File: src/rtl/cadc_alu_job_scheduler.sv
// rtl/cadc_alu_job_scheduler.sv - two-channel round-robin job scheduler for the shared 20-bit ALU datapath
module cadc_alu_job_scheduler #(
   parameter int DATA_W  = 20,
   parameter int ALU_LAT = 2
) (
   input  logic              clk,
   input  logic              rst,
   input  logic              req0_valid,
   output logic              req0_ready,
   input  logic [2:0]        req0_op,
   input  logic [DATA_W-1:0] req0_a,
   input  logic [DATA_W-1:0] req0_b,
   input  logic              req1_valid,
   output logic              req1_ready,
   input  logic [2:0]        req1_op,
   input  logic [DATA_W-1:0] req1_a,
   input  logic [DATA_W-1:0] req1_b,
   output logic [DATA_W-1:0] bus_addr,
   output logic [DATA_W-1:0] bus_data,
   output logic              bus_we,
   input  logic [DATA_W-1:0] alu_result,
   output logic              rsp_valid,
   output logic              rsp_id,
   output logic [DATA_W-1:0] rsp_data,
   output logic              rsp_err,
   output logic              busy
);

   localparam int CNT_W = 4;

   typedef enum logic [2:0] {
      ST_IDLE,
      ST_LOAD_A,
      ST_LOAD_B,
      ST_LOAD_OP,
      ST_WAIT
   } state_t;

   state_t            state;
   logic              prio;
   logic [CNT_W-1:0]  cnt;
   logic [2:0]        job_op;
   logic [DATA_W-1:0] job_b;
   logic              job_id;

   logic              grant0;
   logic              grant1;
   logic              accept;
   logic              acc_id;
   logic [2:0]        acc_op;
   logic [DATA_W-1:0] acc_a;
   logic [DATA_W-1:0] acc_b;

   always_comb begin
      grant0 = 1'b0;
      grant1 = 1'b0;
      if (state == ST_IDLE && !rst) begin
         if (req0_valid && req1_valid) begin
            grant0 = ~prio;
            grant1 = prio;
         end else begin
            grant0 = req0_valid;
            grant1 = req1_valid;
         end
      end
   end

   assign req0_ready = grant0;
   assign req1_ready = grant1;
   assign accept     = grant0 | grant1;
   assign acc_id     = grant1;
   assign acc_op     = grant1 ? req1_op : req0_op;
   assign acc_a      = grant1 ? req1_a  : req0_a;
   assign acc_b      = grant1 ? req1_b  : req0_b;
   assign busy       = (state != ST_IDLE);

   // Operand A goes straight onto the bus at accept; bus_data is its only latch.
   always_ff @(posedge clk or posedge rst) begin
      if (rst) begin
         state     <= ST_IDLE;
         prio      <= 1'b0;
         cnt       <= '0;
         job_op    <= '0;
         job_b     <= '0;
         job_id    <= 1'b0;
         bus_addr  <= '0;
         bus_data  <= '0;
         bus_we    <= 1'b0;
         rsp_valid <= 1'b0;
         rsp_id    <= 1'b0;
         rsp_data  <= '0;
         rsp_err   <= 1'b0;
      end else begin
         rsp_valid <= 1'b0;
         case (state)
            ST_IDLE: begin
               if (accept) begin
                  job_op <= acc_op;
                  job_b  <= acc_b;
                  job_id <= acc_id;
                  prio   <= ~acc_id;
                  if (acc_op[2]) begin
                     rsp_valid <= 1'b1;
                     rsp_err   <= 1'b1;
                     rsp_data  <= '0;
                     rsp_id    <= acc_id;
                  end else begin
                     state    <= ST_LOAD_A;
                     bus_we   <= 1'b1;
                     bus_addr <= DATA_W'(1);
                     bus_data <= acc_a;
                  end
               end
            end
            ST_LOAD_A: begin
               state    <= ST_LOAD_B;
               bus_addr <= DATA_W'(2);
               bus_data <= job_b;
            end
            ST_LOAD_B: begin
               state    <= ST_LOAD_OP;
               bus_addr <= '0;
               bus_data <= {{(DATA_W-3){1'b0}}, job_op};
            end
            ST_LOAD_OP: begin
               state  <= ST_WAIT;
               bus_we <= 1'b0;
               cnt    <= CNT_W'(ALU_LAT);
            end
            // Address stays 0 here so the datapath keeps its opcode.
            ST_WAIT: begin
               if (cnt == CNT_W'(1)) begin
                  state     <= ST_IDLE;
                  bus_addr  <= '0;
                  rsp_valid <= 1'b1;
                  rsp_err   <= 1'b0;
                  rsp_data  <= alu_result;
                  rsp_id    <= job_id;
               end else begin
                  cnt <= cnt - CNT_W'(1);
               end
            end
            default: state <= ST_IDLE;
         endcase
      end
   end

endmodule

File: config.mk
export PLATFORM = sky130hd
export DESIGN_NAME = cadc_alu_job_scheduler
export DESIGN_NICKNAME = d
export VERILOG_FILES = /design/src/rtl/cadc_alu_job_scheduler.sv
export SDC_FILE = /design/constraint.sdc
export NUM_CORES = 1
export LEC_CHECK = 0
export CAP_MARGIN = 5
export CORE_MARGIN = 4
export CORE_UTILIZATION = 46
export CTS_BUF_LIST = sky130_fd_sc_hd__clkbuf_8
export DETAILED_ROUTE_END_ITERATION = 8
export PLACE_DENSITY = 0.9
export SETUP_SLACK_MARGIN = 0.2
export SYNTH_ARGS = -nofsm -noshare
export SYNTH_HDL_FRONTEND = slang
export SYNTH_SLANG_ARGS = --single-unit
File: constraint.sdc
create_clock -name clk -period 8 [get_ports clk]
set_input_delay 1.6 -clock clk [delete_from_list [all_inputs] [get_ports clk]]
set_output_delay 1.6 -clock clk [all_outputs]
set_load 0.01 [all_outputs]
==> results.txt <==
- Run status: completed
- TNS Setup: 0 ns
- In the synthesized netlist the dominant register cell turns out to be sky130_fd_sc_hd__dfrtp_1.
* Fraction of final layout cells with drive strength greater than 1: 5.487%
- Worst Reg-to-Reg Cells: 6
- Type of the worst setup path: primary input to primary output
* Crit path max-delay family: buffers and inverters
- Cell row count: 32
- Entering global routing, the biggest net connects 83 pins.
* Critical path endpoint category: primary output
* Routability cong.: 0.9356
- Setup repair after global routing left no endpoint under its margin.
- Most frequent CP cell: sky130_fd_sc_hd__clkdlybuf4s50_1
* Average vias per placed instance: 5.460
- Syn Std Cell Area: 3770 µm²
* Antenna violations before repair: 0
* Number of synthesized register bits: 78
- The synthesized design contains 0 enable-type register cells.
- For this run, the post-layout net count is 672.
* # clock sinks: 78
- Worst Path Required: 6.40 ns
- For this configuration, the core starts out at a cell density of 48.04%.
* Maximum vdd drop: 0.0001862 V
- sky130_fd_sc_hd__dfrtp_1 takes more of the synthesized area than any other cell.
- Most common cell after layout, fill and taps aside: sky130_fd_sc_hd__clkdlybuf4s50_1
* Area share of the largest cell type after synthesis: 51.78%
- The via count of the first global-routing pass is 3584.
* Number of unique standard cell types used by synthesis: 46
- Area Overhead vs Synth: 46.60%
- The tree is rooted in a sky130_fd_sc_hd__clkbuf_8.
- For the worst setup path, the data arrival time is 3.78 ns.
- Post-CTS setup-driven buffer insertion count: 0
- Area of the core: 7848 µm²
* Number of fillers in the final layout: 603
* Hold bufs inserted after CTS: 0
- Clock latency of the later-clocked register in the worst-skew pair: 0.35 ns
- Number of top-level pins: 177
* Hold Violations, Final: 0
- Area contributors post-synth: sky130_fd_sc_hd__dfrtp_1, sky130_fd_sc_hd__nand2_1, sky130_fd_sc_hd__a222oi_1, sky130_fd_sc_hd__a31oi_1, sky130_fd_sc_hd__buf_4
- Global routing consumed, over all layers together, 23.42% of the routing resources.
- Once placement completed, the tool counted placed cells totaling 651.
- Htree depth: 3
- The first routing iteration left 412 violations.
- After clock tree synthesis, the clock-pin slew on the worst setup and hold paths is 0.08 ns.
* Worst stage delay on the critical path: 0.61 ns
- TritonCTS built the clock tree.
* Bufs on Longest Clock Path: 2
* Width of the die: 98.53 µm
- Slowest cell on crit path: sky130_fd_sc_hd__clkdlybuf4s50_1
* Remaining global-route overflow: 0
- Together, buffers and inverters on the worst path number 3.
- The worst pin sits at a relative slew slack of 32.63%.
* Area occupied by multi-input gates: 1564 µm²
- For the pin with the worst max-slew slack, the measured transition is 1.011 ns.
- Cell Pwr Density: 341.1 nW/µm²
- Detailed Place HPWL: 8679 µm
- Timing-limited maximum frequency: 185.9 MHz
- Setup violations remaining at the end of the flow were counted as 0.
* Count of max-cap constraint violations: 0
- The die covers 9708 µm².
* Routed Wire Length: 11690 µm
- Final ANT Viol Nets: 0
- Global-route wire length before repair: 18130 µm
- Syn_area_per_cell: 9.062 µm²
- Non-filler instance count after layout: 667
* Register area: 1952 µm²
- The number of antenna diodes in the final layout is 0.
- Maximum net fanout on the critical path: 44
- Time the final worst path needs with I/O delays and setup: 5.380 ns
- First drt pass iteration count: 7
- CTS buffer count: 9
* Die Height: 98.53 µm
* Yosys warning total: 0
- Count of input and output buffers: 158
- Of all flip-flops after synthesis, the portion carrying an async set or reset was 100.0%.
* Worst hold path type: flop to flop
* Proportion of synthesized chip area in sequential cells: 51.78%
* Clock Skew: 0.01387 ns
- Walking the worst path, the cells encountered are clkdlybuf4s50_1 -> nor4_4 -> nand3_4 -> clkinv_4 -> clkdlybuf4s50_1.
* Cell count after synthesis: 416
- In the final routed layout, each cell accounts on average for 17.52 µm.
- Most frequent cells in the layout: sky130_fd_sc_hd__clkdlybuf4s50_1, sky130_fd_sc_hd__nand2_1, sky130_fd_sc_hd__dfrtp_1, sky130_fd_sc_hd__nor2_1
* Crit. path cell count: 5
- Count of vias placed by the detailed router: 3642
- Max-slew violation count: 0
- The worst path uses 67.25% of the clock period.
- In this run the static leakage power is 2.422 nW.
- STA classifies the critical path startpoint as a primary input.
- Along the worst hold path, the cell count comes to 2.
* Drt drc: 0
- Once the clock tree was built, the resizer swapped 0 gates to a different size.
-- tightest hold or removal path, cell delays in order, from the launching register on --
cell and delay (ns):
sky130_fd_sc_hd__dfrtp_1 0.35, sky130_fd_sc_hd__nand2_1 0.05, sky130_fd_sc_hd__o21ai_0 0.06
-- final timing paths --
path                             startpoint           end  slack, ns
worst max-delay path                    rst    req1_ready       2.62
worst min-delay path            bus_data[9]   bus_data[9]       0.49
worst max register to register     state[2]  bus_data[10]       5.30
worst min register to register  bus_data[9]   bus_data[9]       0.49
max in group asynchronous               rst  bus_data[14]       5.29
min in group asynchronous               rst  rsp_data[11]       2.05
-- power breakdown --
group          internal (mW)  leakage (nW)  switching [mW]  total (mW)
clock network          0.183         0.106           0.141       0.324
registers              0.572         0.964           0.140       0.712
logic                  0.414          1.35           0.435       0.849
total                   1.17          2.42           0.716        1.88
-- sequential cells by signal, indices dropped and copies added, names as in the netlist --
name / cells
rsp_err: 1
bus_data: 20
state: 3
rsp_data: 20
bus_we: 1
job_b: 20
rsp_valid: 1
job_id: 1
bus_addr: 2
job_op: 3
prio: 1
rsp_id: 1
cnt: 4
-- Yosys cell counts (2+ instances only) --
library cell and count:
sky130_fd_sc_hd__nand2_1 110, sky130_fd_sc_hd__dfrtp_1 78, sky130_fd_sc_hd__nor2_1 32, sky130_fd_sc_hd__a31oi_1 23, sky130_fd_sc_hd__nand3_1 23, sky130_fd_sc_hd__buf_4 19
sky130_fd_sc_hd__a222oi_1 17, sky130_fd_sc_hd__o21ai_0 15, sky130_fd_sc_hd__buf_2 13, sky130_fd_sc_hd__inv_1 12, sky130_fd_sc_hd__clkbuf_1 11, sky130_fd_sc_hd__o21ai_1 10
sky130_fd_sc_hd__a21oi_1 4, sky130_fd_sc_hd__and3_1 4, sky130_fd_sc_hd__a211oi_1 3, sky130_fd_sc_hd__a32oi_1 3, sky130_fd_sc_hd__nor2_2 3, sky130_fd_sc_hd__nor3_1 3
sky130_fd_sc_hd__o221ai_1 3, sky130_fd_sc_hd__ha_1 2, sky130_fd_sc_hd__nand2b_1 2, sky130_fd_sc_hd__xor2_1 2
-- stage by stage --
stage	setup slack [ns]	instance area (µm²)	utilization, %	power (mW)	hold slack [ns]
after floorplan	3.643	3834	-	1.182	0.4658
after global placement	2.671	5303	67.57	1.511	0.4636
after detailed placement	2.635	5303	67.57	1.561	0.4691
after CTS	2.617	5527	70.42	1.890	0.4881
after global routing	2.489	5527	70.42	2.010	0.5067
final	2.620	5527	70.42	1.885	0.4908
-- per-layer routing --
layer  global-route usage, %  routed length (µm)  vias up
met4                   10.50                 463        0
met1                   29.00                4500     1732
li1                        -                   -     1695
met3                   4.671                 899       34
met5                       0                   0        -
met2                   39.63                5821      181
-- layout make-up --
type | count | area share (%)
clock inverter | 6 | 1.562
clock buffer | 10 | 2.490
timing repair buffer | 161 | 29.02
sequential | 78 | 35.32
inverter | 13 | 0.9962
multi-input combinational | 297 | 28.30
tap | 102 | 2.309
-- kinds of logic after synthesis --
kind of cell / after synthesis / synth area share [%]
xor+xnor: 3 / 0.6971
mux: 1 / 0.2987
simple gates: 185 / 21.28
flops: 78 / 51.78
other cells: 1 / 0.09947
fa+ha+maj: 2 / 0.6637
buf+inv: 58 / 8.430
compound gates: 88 / 16.76
Note: power is estimated with default switching activity, not from simulation.
